File: config.mk
export PLATFORM = sky130hd
export DESIGN_NAME = id_ex_stage_flat
export DESIGN_NICKNAME = d
export VERILOG_FILES = /design/src/rtl/id_ex_if.sv /design/src/rtl/id_ex_stage.sv /design/src/flat_wrapper.sv
export SDC_FILE = /design/constraint.sdc
export NUM_CORES = 1
export LEC_CHECK = 0
export ABC_CLOCK_PERIOD_IN_PS = 4600
export CAP_MARGIN = 20
export CORE_ASPECT_RATIO = 1.1
export CORE_UTILIZATION = 47
export DETAILED_ROUTE_END_ITERATION = 8
export GPL_TIMING_DRIVEN = 0
export PLACE_DENSITY = 0.95
export SLEW_MARGIN = 20
export SYNTH_ARGS = -nofsm -noshare
export SYNTH_HDL_FRONTEND = slang
export SYNTH_SLANG_ARGS = --single-unit
File: constraint.sdc
create_clock -name clk -period 4.6 [get_ports clk]
set_input_delay 0.69 -clock clk [delete_from_list [all_inputs] [get_ports clk]]
set_output_delay 0.69 -clock clk [all_outputs]
set_load 0.1 [all_outputs]
File: src/rtl/id_ex_if.sv
// Bus bundle between the ID stage, the ID/EX register and the EX stage.
// The slave modport is the ID/EX stage itself; the master modport is whoever drives ID and forwarding.
interface id_ex_if #(
  parameter int DATA_WIDTH     = 8,
  parameter int REG_ADDR_WIDTH = 5
);
  logic                      id_valid;
  logic [DATA_WIDTH-1:0]     id_rs1_data;
  logic [DATA_WIDTH-1:0]     id_rs2_data;
  logic [DATA_WIDTH-1:0]     id_imm;
  logic [REG_ADDR_WIDTH-1:0] id_rs1;
  logic [REG_ADDR_WIDTH-1:0] id_rs2;
  logic [REG_ADDR_WIDTH-1:0] id_rd;
  logic [1:0]                id_alu_op;
  logic [2:0]                id_funct3;
  logic                      id_funct7b5;
  logic                      id_alu_src;
  logic                      id_reg_write;
  logic                      id_mem_read;
  logic                      id_mem_write;
  logic                      id_mem_to_reg;
  logic                      stall;
  logic                      flush;
  logic                      exmem_reg_write;
  logic [REG_ADDR_WIDTH-1:0] exmem_rd;
  logic [DATA_WIDTH-1:0]     exmem_result;
  logic                      memwb_reg_write;
  logic [REG_ADDR_WIDTH-1:0] memwb_rd;
  logic [DATA_WIDTH-1:0]     memwb_result;

  logic                      load_use_stall;
  logic                      ex_valid;
  logic [DATA_WIDTH-1:0]     data1;
  logic [DATA_WIDTH-1:0]     data2;
  logic [3:0]                ALU_control;
  logic [DATA_WIDTH-1:0]     ex_store_data;
  logic [REG_ADDR_WIDTH-1:0] ex_rd;
  logic                      ex_reg_write;
  logic                      ex_mem_read;
  logic                      ex_mem_write;
  logic                      ex_mem_to_reg;

  modport slave (
    input  id_valid, id_rs1_data, id_rs2_data, id_imm, id_rs1, id_rs2, id_rd,
           id_alu_op, id_funct3, id_funct7b5, id_alu_src,
           id_reg_write, id_mem_read, id_mem_write, id_mem_to_reg,
           stall, flush,
           exmem_reg_write, exmem_rd, exmem_result,
           memwb_reg_write, memwb_rd, memwb_result,
    output load_use_stall, ex_valid, data1, data2, ALU_control, ex_store_data,
           ex_rd, ex_reg_write, ex_mem_read, ex_mem_write, ex_mem_to_reg
  );

  modport master (
    output id_valid, id_rs1_data, id_rs2_data, id_imm, id_rs1, id_rs2, id_rd,
           id_alu_op, id_funct3, id_funct7b5, id_alu_src,
           id_reg_write, id_mem_read, id_mem_write, id_mem_to_reg,
           stall, flush,
           exmem_reg_write, exmem_rd, exmem_result,
           memwb_reg_write, memwb_rd, memwb_result,
    input  load_use_stall, ex_valid, data1, data2, ALU_control, ex_store_data,
           ex_rd, ex_reg_write, ex_mem_read, ex_mem_write, ex_mem_to_reg
  );
endinterface

File: src/rtl/id_ex_stage.sv
// ID/EX pipeline register with ALU-control decode, load-use bubble insertion
// and EX/MEM, MEM/WB operand forwarding in front of the ALU.
module id_ex_stage #(
  parameter int DATA_WIDTH     = 8,
  parameter int REG_ADDR_WIDTH = 5
) (
  input logic   clk,
  input logic   reset,
  id_ex_if.slave bus
);
  localparam logic [3:0] ALU_AND = 4'b0000;
  localparam logic [3:0] ALU_OR  = 4'b0001;
  localparam logic [3:0] ALU_ADD = 4'b0010;
  localparam logic [3:0] ALU_SUB = 4'b0110;
  localparam logic [3:0] ALU_NOP = 4'b1111;

  logic                      ex_valid_reg;
  logic [DATA_WIDTH-1:0]     rs1_data_reg;
  logic [DATA_WIDTH-1:0]     rs2_data_reg;
  logic [DATA_WIDTH-1:0]     imm_reg;
  logic [REG_ADDR_WIDTH-1:0] rs1_reg;
  logic [REG_ADDR_WIDTH-1:0] rs2_reg;
  logic [REG_ADDR_WIDTH-1:0] rd_reg;
  logic                      alu_src_reg;
  logic                      reg_write_reg;
  logic                      mem_read_reg;
  logic                      mem_write_reg;
  logic                      mem_to_reg_reg;
  logic [3:0]                alu_ctrl_reg;
  logic [3:0]                alu_ctrl_next;
  logic                      load_use;
  logic                      bubble;

  always_comb begin
    alu_ctrl_next = ALU_NOP;
    case (bus.id_alu_op)
      2'b00: alu_ctrl_next = ALU_ADD;
      2'b01: alu_ctrl_next = ALU_SUB;
      2'b10: begin
        case (bus.id_funct3)
          3'b000:  alu_ctrl_next = (bus.id_funct7b5 && !bus.id_alu_src) ? ALU_SUB : ALU_ADD;
          3'b111:  alu_ctrl_next = ALU_AND;
          3'b110:  alu_ctrl_next = ALU_OR;
          default: alu_ctrl_next = ALU_NOP;
        endcase
      end
      default: alu_ctrl_next = ALU_NOP;
    endcase
  end

  // A load in EX cannot forward its data in time; an immediate-sourced rs2 is not a real use.
  assign load_use = bus.id_valid && ex_valid_reg && mem_read_reg && (rd_reg != '0) &&
                    ((rd_reg == bus.id_rs1) || ((rd_reg == bus.id_rs2) && !bus.id_alu_src)) &&
                    !bus.stall && !bus.flush;
  // Flush beats stall; load_use is already suppressed under stall/flush.
  assign bubble = bus.flush || load_use;

  always_ff @(posedge clk or posedge reset) begin
    if (reset) begin
      ex_valid_reg   <= 1'b0;
      rs1_data_reg   <= '0;
      rs2_data_reg   <= '0;
      imm_reg        <= '0;
      rs1_reg        <= '0;
      rs2_reg        <= '0;
      rd_reg         <= '0;
      alu_src_reg    <= 1'b0;
      reg_write_reg  <= 1'b0;
      mem_read_reg   <= 1'b0;
      mem_write_reg  <= 1'b0;
      mem_to_reg_reg <= 1'b0;
      alu_ctrl_reg   <= ALU_AND;
    end else if (bubble) begin
      ex_valid_reg   <= 1'b0;
      rs1_data_reg   <= '0;
      rs2_data_reg   <= '0;
      imm_reg        <= '0;
      rs1_reg        <= '0;
      rs2_reg        <= '0;
      rd_reg         <= '0;
      alu_src_reg    <= 1'b0;
      reg_write_reg  <= 1'b0;
      mem_read_reg   <= 1'b0;
      mem_write_reg  <= 1'b0;
      mem_to_reg_reg <= 1'b0;
      alu_ctrl_reg   <= ALU_NOP;
    end else if (!bus.stall) begin
      ex_valid_reg   <= bus.id_valid;
      rs1_data_reg   <= bus.id_rs1_data;
      rs2_data_reg   <= bus.id_rs2_data;
      imm_reg        <= bus.id_imm;
      rs1_reg        <= bus.id_rs1;
      rs2_reg        <= bus.id_rs2;
      rd_reg         <= bus.id_rd;
      alu_src_reg    <= bus.id_alu_src;
      reg_write_reg  <= bus.id_valid && bus.id_reg_write;
      mem_read_reg   <= bus.id_valid && bus.id_mem_read;
      mem_write_reg  <= bus.id_valid && bus.id_mem_write;
      mem_to_reg_reg <= bus.id_valid && bus.id_mem_to_reg;
      alu_ctrl_reg   <= alu_ctrl_next;
    end
  end

  // Operand 0 is rs1, operand 1 is rs2; EX/MEM wins over MEM/WB, x0 is never forwarded.
  logic [REG_ADDR_WIDTH-1:0] op_rs   [2];
  logic [DATA_WIDTH-1:0]     op_data [2];
  logic [DATA_WIDTH-1:0]     op_fwd  [2];

  assign op_rs[0]   = rs1_reg;
  assign op_rs[1]   = rs2_reg;
  assign op_data[0] = rs1_data_reg;
  assign op_data[1] = rs2_data_reg;

  genvar gi;
  generate
    for (gi = 0; gi < 2; gi++) begin : g_fwd
      logic exmem_hit;
      logic memwb_hit;
      assign exmem_hit  = bus.exmem_reg_write && (bus.exmem_rd != '0) && (bus.exmem_rd == op_rs[gi]);
      assign memwb_hit  = bus.memwb_reg_write && (bus.memwb_rd != '0) && (bus.memwb_rd == op_rs[gi]);
      assign op_fwd[gi] = exmem_hit ? bus.exmem_result :
                          memwb_hit ? bus.memwb_result : op_data[gi];
    end
  endgenerate

  assign bus.load_use_stall = load_use;
  assign bus.ex_valid       = ex_valid_reg;
  assign bus.data1          = op_fwd[0];
  assign bus.data2          = alu_src_reg ? imm_reg : op_fwd[1];
  assign bus.ex_store_data  = op_fwd[1];
  assign bus.ALU_control    = alu_ctrl_reg;
  assign bus.ex_rd          = rd_reg;
  assign bus.ex_reg_write   = reg_write_reg;
  assign bus.ex_mem_read    = mem_read_reg;
  assign bus.ex_mem_write   = mem_write_reg;
  assign bus.ex_mem_to_reg  = mem_to_reg_reg;
endmodule

File: src/flat_wrapper.sv
// flat-port wrapper written by rule: the top's interface ports become plain ports
module id_ex_stage_flat 
#(
  parameter int DATA_WIDTH     = 8,
  parameter int REG_ADDR_WIDTH = 5
)
  (clk, reset, bus_id_valid, bus_id_rs1_data, bus_id_rs2_data, bus_id_imm, bus_id_rs1, bus_id_rs2, bus_id_rd, bus_id_alu_op, bus_id_funct3, bus_id_funct7b5, bus_id_alu_src, bus_id_reg_write, bus_id_mem_read, bus_id_mem_write, bus_id_mem_to_reg, bus_stall, bus_flush, bus_exmem_reg_write, bus_exmem_rd, bus_exmem_result, bus_memwb_reg_write, bus_memwb_rd, bus_memwb_result, bus_load_use_stall, bus_ex_valid, bus_data1, bus_data2, bus_ALU_control, bus_ex_store_data, bus_ex_rd, bus_ex_reg_write, bus_ex_mem_read, bus_ex_mem_write, bus_ex_mem_to_reg);
  id_ex_if #(.DATA_WIDTH(DATA_WIDTH), .REG_ADDR_WIDTH(REG_ADDR_WIDTH)) bus_i ();
  input logic clk;
  input logic reset;
  input wire logic [$bits(bus_i.id_valid)-1:0] bus_id_valid;
  input wire logic [$bits(bus_i.id_rs1_data)-1:0] bus_id_rs1_data;
  input wire logic [$bits(bus_i.id_rs2_data)-1:0] bus_id_rs2_data;
  input wire logic [$bits(bus_i.id_imm)-1:0] bus_id_imm;
  input wire logic [$bits(bus_i.id_rs1)-1:0] bus_id_rs1;
  input wire logic [$bits(bus_i.id_rs2)-1:0] bus_id_rs2;
  input wire logic [$bits(bus_i.id_rd)-1:0] bus_id_rd;
  input wire logic [$bits(bus_i.id_alu_op)-1:0] bus_id_alu_op;
  input wire logic [$bits(bus_i.id_funct3)-1:0] bus_id_funct3;
  input wire logic [$bits(bus_i.id_funct7b5)-1:0] bus_id_funct7b5;
  input wire logic [$bits(bus_i.id_alu_src)-1:0] bus_id_alu_src;
  input wire logic [$bits(bus_i.id_reg_write)-1:0] bus_id_reg_write;
  input wire logic [$bits(bus_i.id_mem_read)-1:0] bus_id_mem_read;
  input wire logic [$bits(bus_i.id_mem_write)-1:0] bus_id_mem_write;
  input wire logic [$bits(bus_i.id_mem_to_reg)-1:0] bus_id_mem_to_reg;
  input wire logic [$bits(bus_i.stall)-1:0] bus_stall;
  input wire logic [$bits(bus_i.flush)-1:0] bus_flush;
  input wire logic [$bits(bus_i.exmem_reg_write)-1:0] bus_exmem_reg_write;
  input wire logic [$bits(bus_i.exmem_rd)-1:0] bus_exmem_rd;
  input wire logic [$bits(bus_i.exmem_result)-1:0] bus_exmem_result;
  input wire logic [$bits(bus_i.memwb_reg_write)-1:0] bus_memwb_reg_write;
  input wire logic [$bits(bus_i.memwb_rd)-1:0] bus_memwb_rd;
  input wire logic [$bits(bus_i.memwb_result)-1:0] bus_memwb_result;
  output wire logic [$bits(bus_i.load_use_stall)-1:0] bus_load_use_stall;
  output wire logic [$bits(bus_i.ex_valid)-1:0] bus_ex_valid;
  output wire logic [$bits(bus_i.data1)-1:0] bus_data1;
  output wire logic [$bits(bus_i.data2)-1:0] bus_data2;
  output wire logic [$bits(bus_i.ALU_control)-1:0] bus_ALU_control;
  output wire logic [$bits(bus_i.ex_store_data)-1:0] bus_ex_store_data;
  output wire logic [$bits(bus_i.ex_rd)-1:0] bus_ex_rd;
  output wire logic [$bits(bus_i.ex_reg_write)-1:0] bus_ex_reg_write;
  output wire logic [$bits(bus_i.ex_mem_read)-1:0] bus_ex_mem_read;
  output wire logic [$bits(bus_i.ex_mem_write)-1:0] bus_ex_mem_write;
  output wire logic [$bits(bus_i.ex_mem_to_reg)-1:0] bus_ex_mem_to_reg;
  assign bus_i.id_valid = bus_id_valid;
  assign bus_i.id_rs1_data = bus_id_rs1_data;
  assign bus_i.id_rs2_data = bus_id_rs2_data;
  assign bus_i.id_imm = bus_id_imm;
  assign bus_i.id_rs1 = bus_id_rs1;
  assign bus_i.id_rs2 = bus_id_rs2;
  assign bus_i.id_rd = bus_id_rd;
  assign bus_i.id_alu_op = bus_id_alu_op;
  assign bus_i.id_funct3 = bus_id_funct3;
  assign bus_i.id_funct7b5 = bus_id_funct7b5;
  assign bus_i.id_alu_src = bus_id_alu_src;
  assign bus_i.id_reg_write = bus_id_reg_write;
  assign bus_i.id_mem_read = bus_id_mem_read;
  assign bus_i.id_mem_write = bus_id_mem_write;
  assign bus_i.id_mem_to_reg = bus_id_mem_to_reg;
  assign bus_i.stall = bus_stall;
  assign bus_i.flush = bus_flush;
  assign bus_i.exmem_reg_write = bus_exmem_reg_write;
  assign bus_i.exmem_rd = bus_exmem_rd;
  assign bus_i.exmem_result = bus_exmem_result;
  assign bus_i.memwb_reg_write = bus_memwb_reg_write;
  assign bus_i.memwb_rd = bus_memwb_rd;
  assign bus_i.memwb_result = bus_memwb_result;
  assign bus_load_use_stall = bus_i.load_use_stall;
  assign bus_ex_valid = bus_i.ex_valid;
  assign bus_data1 = bus_i.data1;
  assign bus_data2 = bus_i.data2;
  assign bus_ALU_control = bus_i.ALU_control;
  assign bus_ex_store_data = bus_i.ex_store_data;
  assign bus_ex_rd = bus_i.ex_rd;
  assign bus_ex_reg_write = bus_i.ex_reg_write;
  assign bus_ex_mem_read = bus_i.ex_mem_read;
  assign bus_ex_mem_write = bus_i.ex_mem_write;
  assign bus_ex_mem_to_reg = bus_i.ex_mem_to_reg;
  id_ex_stage #(.DATA_WIDTH(DATA_WIDTH), .REG_ADDR_WIDTH(REG_ADDR_WIDTH)) u_core (.clk(clk), .reset(reset), .bus(bus_i));
endmodule
== After elaboration in Yosys (flattened, before gate mapping) ==
Cells that the tools add are included.

* Memories: 0
* ROM bits: 0
* Logic and storage cells: 86
* Memory bits (writable): 0
* Latch bits: 0
* Register bits after elaboration: 49

* Reduce and logical (&&, ||, !) cells: 28
* $add $sub $neg: 0
* Muxes and demuxes: 34
* Equal/unequal tests: 11
* Shift operators: 0
* $lt $le $gt $ge: 0
* Bitwise gates (word level): 0
* Divide/modulo/power cells: 0
* Multipliers: 0

{| class="wikitable"
|+ Operators by type and width
! cell !! count
|-
| $mux W8 || 11
|-
| $eq A5 B5 Y1 || 6
|-
| $mux W5 || 6
|-
| $pmux W4 S3 || 2
|-
| $logic_and A1 B1 Y1 || 18
|-
| $reduce_bool A5 Y1 || 3
|-
| $mux W1 || 12
|-
| $mux W4 || 2
|-
| $eq A3 B3 Y1 const B || 2
|-
| $logic_not A1 Y1 || 3
|-
| $logic_not A3 Y1 || 1
|-
| $mux W3 || 1
|-
| $eq A2 B1 Y1 const B || 1
|-
| $eq A2 B2 Y1 const B || 1
|-
| $logic_not A2 Y1 || 1
|-
| $logic_or A1 B1 Y1 || 2
|-
| $ne A2 B1 Y1 const B || 1
|}

== Longest topological paths before layout ==
* Depth after elaboration: 8
* Gate-level depth with buffers: 7

== Least setup slack after synthesis ==
OpenSTA, ideal clock, no wires.

* Path type: input to output
* From: in bus_memwb_rd[0]
* To: out bus_data2[6]
* Path slack: -0.586 ns
* Data arrival time: 4.496 ns
* Cell stages on the path: 6
* Buffers on the path: 1
* Path through: xor2_1 -> or4b_4 -> buf_6 -> or4b_1 -> a31oi_1 -> mux2_1

* Longest elaborated chain between the ends: 6

{| class="wikitable"
|+ Ends and longest elaborated chain
! element !! line !! source
|-
| start: declaration || flat_wrapper.sv:32 || <nowiki>input wire logic [$bits(bus_i.memwb_rd)-1:0] bus_memwb_rd;</nowiki>
|-
| $reduce_bool A5 Y1 || id_ex_stage.sv:120 || <nowiki>assign memwb_hit = bus.memwb_reg_write && (bus.memwb_rd != '0) && (bus.memwb_rd == op_rs[gi]);</nowiki>
|-
| $logic_and A1 B1 Y1 || id_ex_stage.sv:120 ||
|-
| $logic_and A1 B1 Y1 (*) || id_ex_stage.sv:120 ||
|-
| $mux W8 (*) || id_ex_stage.sv:122 || <nowiki>memwb_hit ? bus.memwb_result : op_data[gi];</nowiki>
|-
| $mux W8 (*) || id_ex_stage.sv:121 || <nowiki>assign op_fwd[gi] = exmem_hit ? bus.exmem_result :</nowiki>
|-
| named net bus_ex_store_data[6] || flat_wrapper.sv:39 || <nowiki>output wire logic [$bits(bus_i.ex_store_data)-1:0] bus_ex_store_data;</nowiki>
|-
| $mux W8 (*) || id_ex_stage.sv:129 || <nowiki>assign bus.data2 = alu_src_reg ? imm_reg : op_fwd[1];</nowiki>
|-
| end: declaration || flat_wrapper.sv:37 || <nowiki>output wire logic [$bits(bus_i.data2)-1:0] bus_data2;</nowiki>
|}

Mark *: on every way through the listed nets, which the timed path passes. The rest lies on a longest branch.

== Worst setup path in the final report ==
* From: in bus_memwb_rd[1]
* To: out bus_data2[2]

* Longest elaborated chain between the ends: 6

{| class="wikitable"
|+ Ends and longest elaborated chain
! element !! line
|-
| $reduce_bool A5 Y1 || id_ex_stage.sv:120
|-
| $logic_and A1 B1 Y1 || id_ex_stage.sv:120
|-
| $logic_and A1 B1 Y1 (*) || id_ex_stage.sv:120
|-
| $mux W8 (*) || id_ex_stage.sv:122
|-
| $mux W8 (*) || id_ex_stage.sv:121
|-
| $mux W8 (*) || id_ex_stage.sv:129
|}

Mark *: on every way between the ends. The rest lies on a longest branch, timed or not.

==> impl_metrics.csv <==
group,metric,value,unit
outcome,outcome,"finished clean",
synth,synth.avg_cell_area,8.26,um2
placement,hpwlAfterDp,8020,um
die,chipWidth,78.7,um
sta,finalWorstPathRequiredPeriod,4530,ps
synth,yosys.cell_count.top_type,"sky130_fd_sc_hd__nand2_1",
worst_setup_path,worst_path_largest_cell_delay,870,ps
detailed_routing,detail_route.wl_per_cell,18.4,um
sta,period_share,98.5,%
worst_setup_path,path_delay_family,"buffers and inverters",
synth,synth_area_leader_cell,"sky130_fd_sc_hd__dfrtp_1",
sta,slew_headroom,33.1,%
clock_network,postCtsSetupRepairBufs,0,
sta,final_clock_skew,10.7,ps
synth,synth.distinct_cells,33,
clock_network,cts.hold.buffers_added,0,
synth,postSynthRegisterBits,49,
detailed_routing,via_count,3502,
placement,placedInstanceArea,4400,um2
flow_run,max_cap_viol_count,0,
die,start_util,49.1,%
clock_network,clkSlewWorstSetupHoldPaths,100,ps
global_routing,pin_count_of_the_biggest_net_entering_global_routing,27,
clock_network,cts_tree,"yes",
worst_setup_path,path_buf_inv,3,
detailed_routing,wl,10600,um
cells_and_area,insertedDiodeCount,0,
cells_and_area,syn2layout_area_growth,47.4,%
power_and_ir_drop,vdd.ir_drop.worst,0.145,mV
min_path,worst_hold_path_type,"register to register",
power_and_ir_drop,cellLeakagePower,1.82,nW
cells_and_area,nNetsFinal,578,
worst_setup_path,critical_path.endpoint_type,"output port",
clock_network,clock_sinks,49,
clock_network,clk_root_buffer_cell,"sky130_fd_sc_hd__clkbuf_8",
synth,post_synth_inst_count,368,
worst_setup_path,timing.critical_path.slowest_stage_cell,"sky130_fd_sc_hd__dlygate4sd2_1",
clock_network,clock_tree.buffer_depth,2,
die,floorplan.io_pins,122,
synth,post-synth-top-area-fraction,40.4,%
worst_setup_path,cp.arrival,3840,ps
global_routing,track_usage,30.6,%
sta,report.final.slew_viol_count,0,
worst_setup_path,path_class,"primary input to output port",
sta,layout_setup_ws,70.4,ps
cells_and_area,layout-drive-gt1-share,6.85,%
worst_setup_path,start_kind,"primary input",
die,floorplan.die_area,6790,um2
detailed_routing,drc,0,
synth,count_of_flip_flops_with_a_built_in_enable_after_synthesis,0,
die,die-height,86.3,um
synth,ys_seq_area_share,40.4,%
global_routing,number_of_antenna_violations_at_the_first_check_in_global_routing,0,
detailed_routing,final_antenna_net_count,0,
placement,final_gp_congestion,0.977,
synth,asyncSetResetFlopFracSynth,100,%
clock_network,clk-insertion-delay-late,310,ps
synth,syn-num-nets,451,
placement,place.port_buffers,119,
sta,measured_slew_at_the_worst_slew_check_pin,1000,ps
global_routing,grt_pass1_wl,16300,um
detailed_routing,vias_per_cell,6.08,
cells_and_area,fillCellCount,465,
synth,netlist_area,3040,um2
synth,top_flip_flop_cell_by_instance_count_after_synthesis,"sky130_fd_sc_hd__dfrtp_1",
global_routing,grt_pass1_vias,3503,
cells_and_area,postLayoutCellArea,4480,um2
synth,warnings_from_yosys,0,
sta,timing_hold_violations_final,0,
cells_and_area,register_area,1230,um2
synth,synth.area.top_cells,"sky130_fd_sc_hd__dfrtp_1, sky130_fd_sc_hd__nand2_1, sky130_fd_sc_hd__o22ai_1",
cells_and_area,finalCoreUtilization,72.3,%
detailed_routing,first_pass_iters,5,
clock_network,cts_buffers,5,
clock_network,cts.repair.resized,18,
sta,report.final.setup_viol,0,
power_and_ir_drop,power_density,267,nW/um2
global_routing,globalRoute.totalOverflow,0,
worst_setup_path,crit_path_max_fanout,9,
detailed_routing,drt-initial-drc-count,252,
cells_and_area,multi_input_comb_area,1740,um2
worst_setup_path,critPathRequiredTime,3910,ps
die,placement_rows,30,
placement,detailedPlace.worstSlack,-283,ps
worst_setup_path,cp_cell_sequence,"clkdlybuf4s50_1 > xor2_1 > or2_2 > clkbuf_1 > o31ai_1 > a31oi_2 > mux2_2 > dlygate4sd2_1",
clock_network,ctsHtreeMaxLevel,2,
synth,synth_commonest_cells,"sky130_fd_sc_hd__nand2_1, sky130_fd_sc_hd__dfrtp_1, sky130_fd_sc_hd__o22ai_1, sky130_fd_sc_hd__clkbuf_1, sky130_fd_sc_hd__nand3_1",
die,core,6190,um2
sta,highest_clock_frequency_the_design_can_meet,221,MHz
-- cell usage in the layout, fill, tap and decap left out, types with 3 or more instances in the layout --
master / synthesis / layout
sky130_fd_sc_hd__dfrtp_1: 49 / 49
sky130_fd_sc_hd__clkbuf_8: 0 / 5
sky130_fd_sc_hd__inv_1: 4 / 3
sky130_fd_sc_hd__a21oi_1: 10 / 10
sky130_fd_sc_hd__clkbuf_2: 0 / 3
sky130_fd_sc_hd__mux2_2: 7 / 7
sky130_fd_sc_hd__dlymetal6s2s_1: 0 / 7
sky130_fd_sc_hd__xor2_1: 10 / 10
sky130_fd_sc_hd__xnor2_1: 20 / 20
sky130_fd_sc_hd__nor2_1: 14 / 14
sky130_fd_sc_hd__o21ai_0: 9 / 9
sky130_fd_sc_hd__o31ai_1: 8 / 8
sky130_fd_sc_hd__nor4_1: 7 / 7
sky130_fd_sc_hd__a31oi_2: 0 / 8
sky130_fd_sc_hd__clkdlybuf4s15_1: 0 / 4
sky130_fd_sc_hd__nand4_1: 4 / 4
sky130_fd_sc_hd__o32a_1: 5 / 5
sky130_fd_sc_hd__or4_1: 3 / 3
sky130_fd_sc_hd__mux2i_1: 8 / 8
sky130_fd_sc_hd__dlygate4sd2_1: 0 / 10
sky130_fd_sc_hd__nand3_1: 21 / 21
sky130_fd_sc_hd__o22ai_1: 40 / 40
sky130_fd_sc_hd__nor3_1: 12 / 12
sky130_fd_sc_hd__nand2_1: 91 / 91
sky130_fd_sc_hd__clkdlybuf4s50_1: 0 / 95
sky130_fd_sc_hd__clkbuf_1: 23 / 24
-- tightest hold or removal path: cells and delay by family (launching register included) --
| family | cells | cell delay [ps] |
|---|---|---|
| and+or+nand+nor | 1 | 50 |
| AOI/OAI and AO/OA | 1 | 60 |
| DFF | 1 | 360 |
-- cell families (layout without fill, tap and decap cells) --
family	Yosys count	in the layout	synth area share, %
buffers and inverters	31	159	4.12
xor gates and xnor gates	30	30	8.65
DFF	49	49	40.4
and+or+nand+nor	160	160	23.9
muxes	16	16	5.60
AOI/OAI and AO/OA	82	82	17.3
-- per-stage QoR --
stage	power (mW)	TNS, ps	cells	hold WS [ps]
floorplan	0.780	0	368	507
global placement	0.936	-714	567	475
detailed placement	0.948	-1750	568	483
CTS	1.19	0	576	507
global route	1.24	-14.3	576	538
finish	1.20	0	576	507
-- per-layer routing --
| metal | wire (um) | track usage, % |
|---|---|---|
| met4 | 294 | 11.6 |
| met1 | 3970 | 36.1 |
| met3 | 816 | 4.00 |
| met2 | 5520 | 56.1 |
| met5 | 0 | 0 |
-- cell type report --
| class | count | area share, % |
|---|---|---|
| clock buffer | 6 | 1.62 |
| tap | 80 | 2.24 |
| inverter | 4 | 0.335 |
| buffer | 27 | 2.46 |
| multi-input combinational | 288 | 38.8 |
| sequential | 49 | 27.4 |
| clock inverter | 2 | 0.335 |
| timing repair buffer | 120 | 26.8 |
-- report_power, final --
group / switching [mW] / internal [mW]
combinational: 0.312 / 0.150
sequential: 0.0222 / 0.453
clock: 0.151 / 0.107
-- worst paths after layout --
check | end | slack [ps] | startpoint | cells past startpoint
hold reg to reg | u_core.bus.ex_reg_write | 510 | u_core.bus.ex_reg_write | 2
setup / recovery | bus_data2[2] | 70 | bus_memwb_rd[1] | 8
max in group asynchronous | u_core.rs1_reg[1] | 3330 | reset | 3
hold / removal | u_core.bus.ex_reg_write | 510 | u_core.bus.ex_reg_write | 2
setup reg to reg | u_core.rs1_data_reg[5] | 2170 | u_core.bus.ex_rd[4] | 6
min in group asynchronous | u_core.bus.ALU_control[0] | 740 | reset | 2
Power figures use the tool's default switching activity.
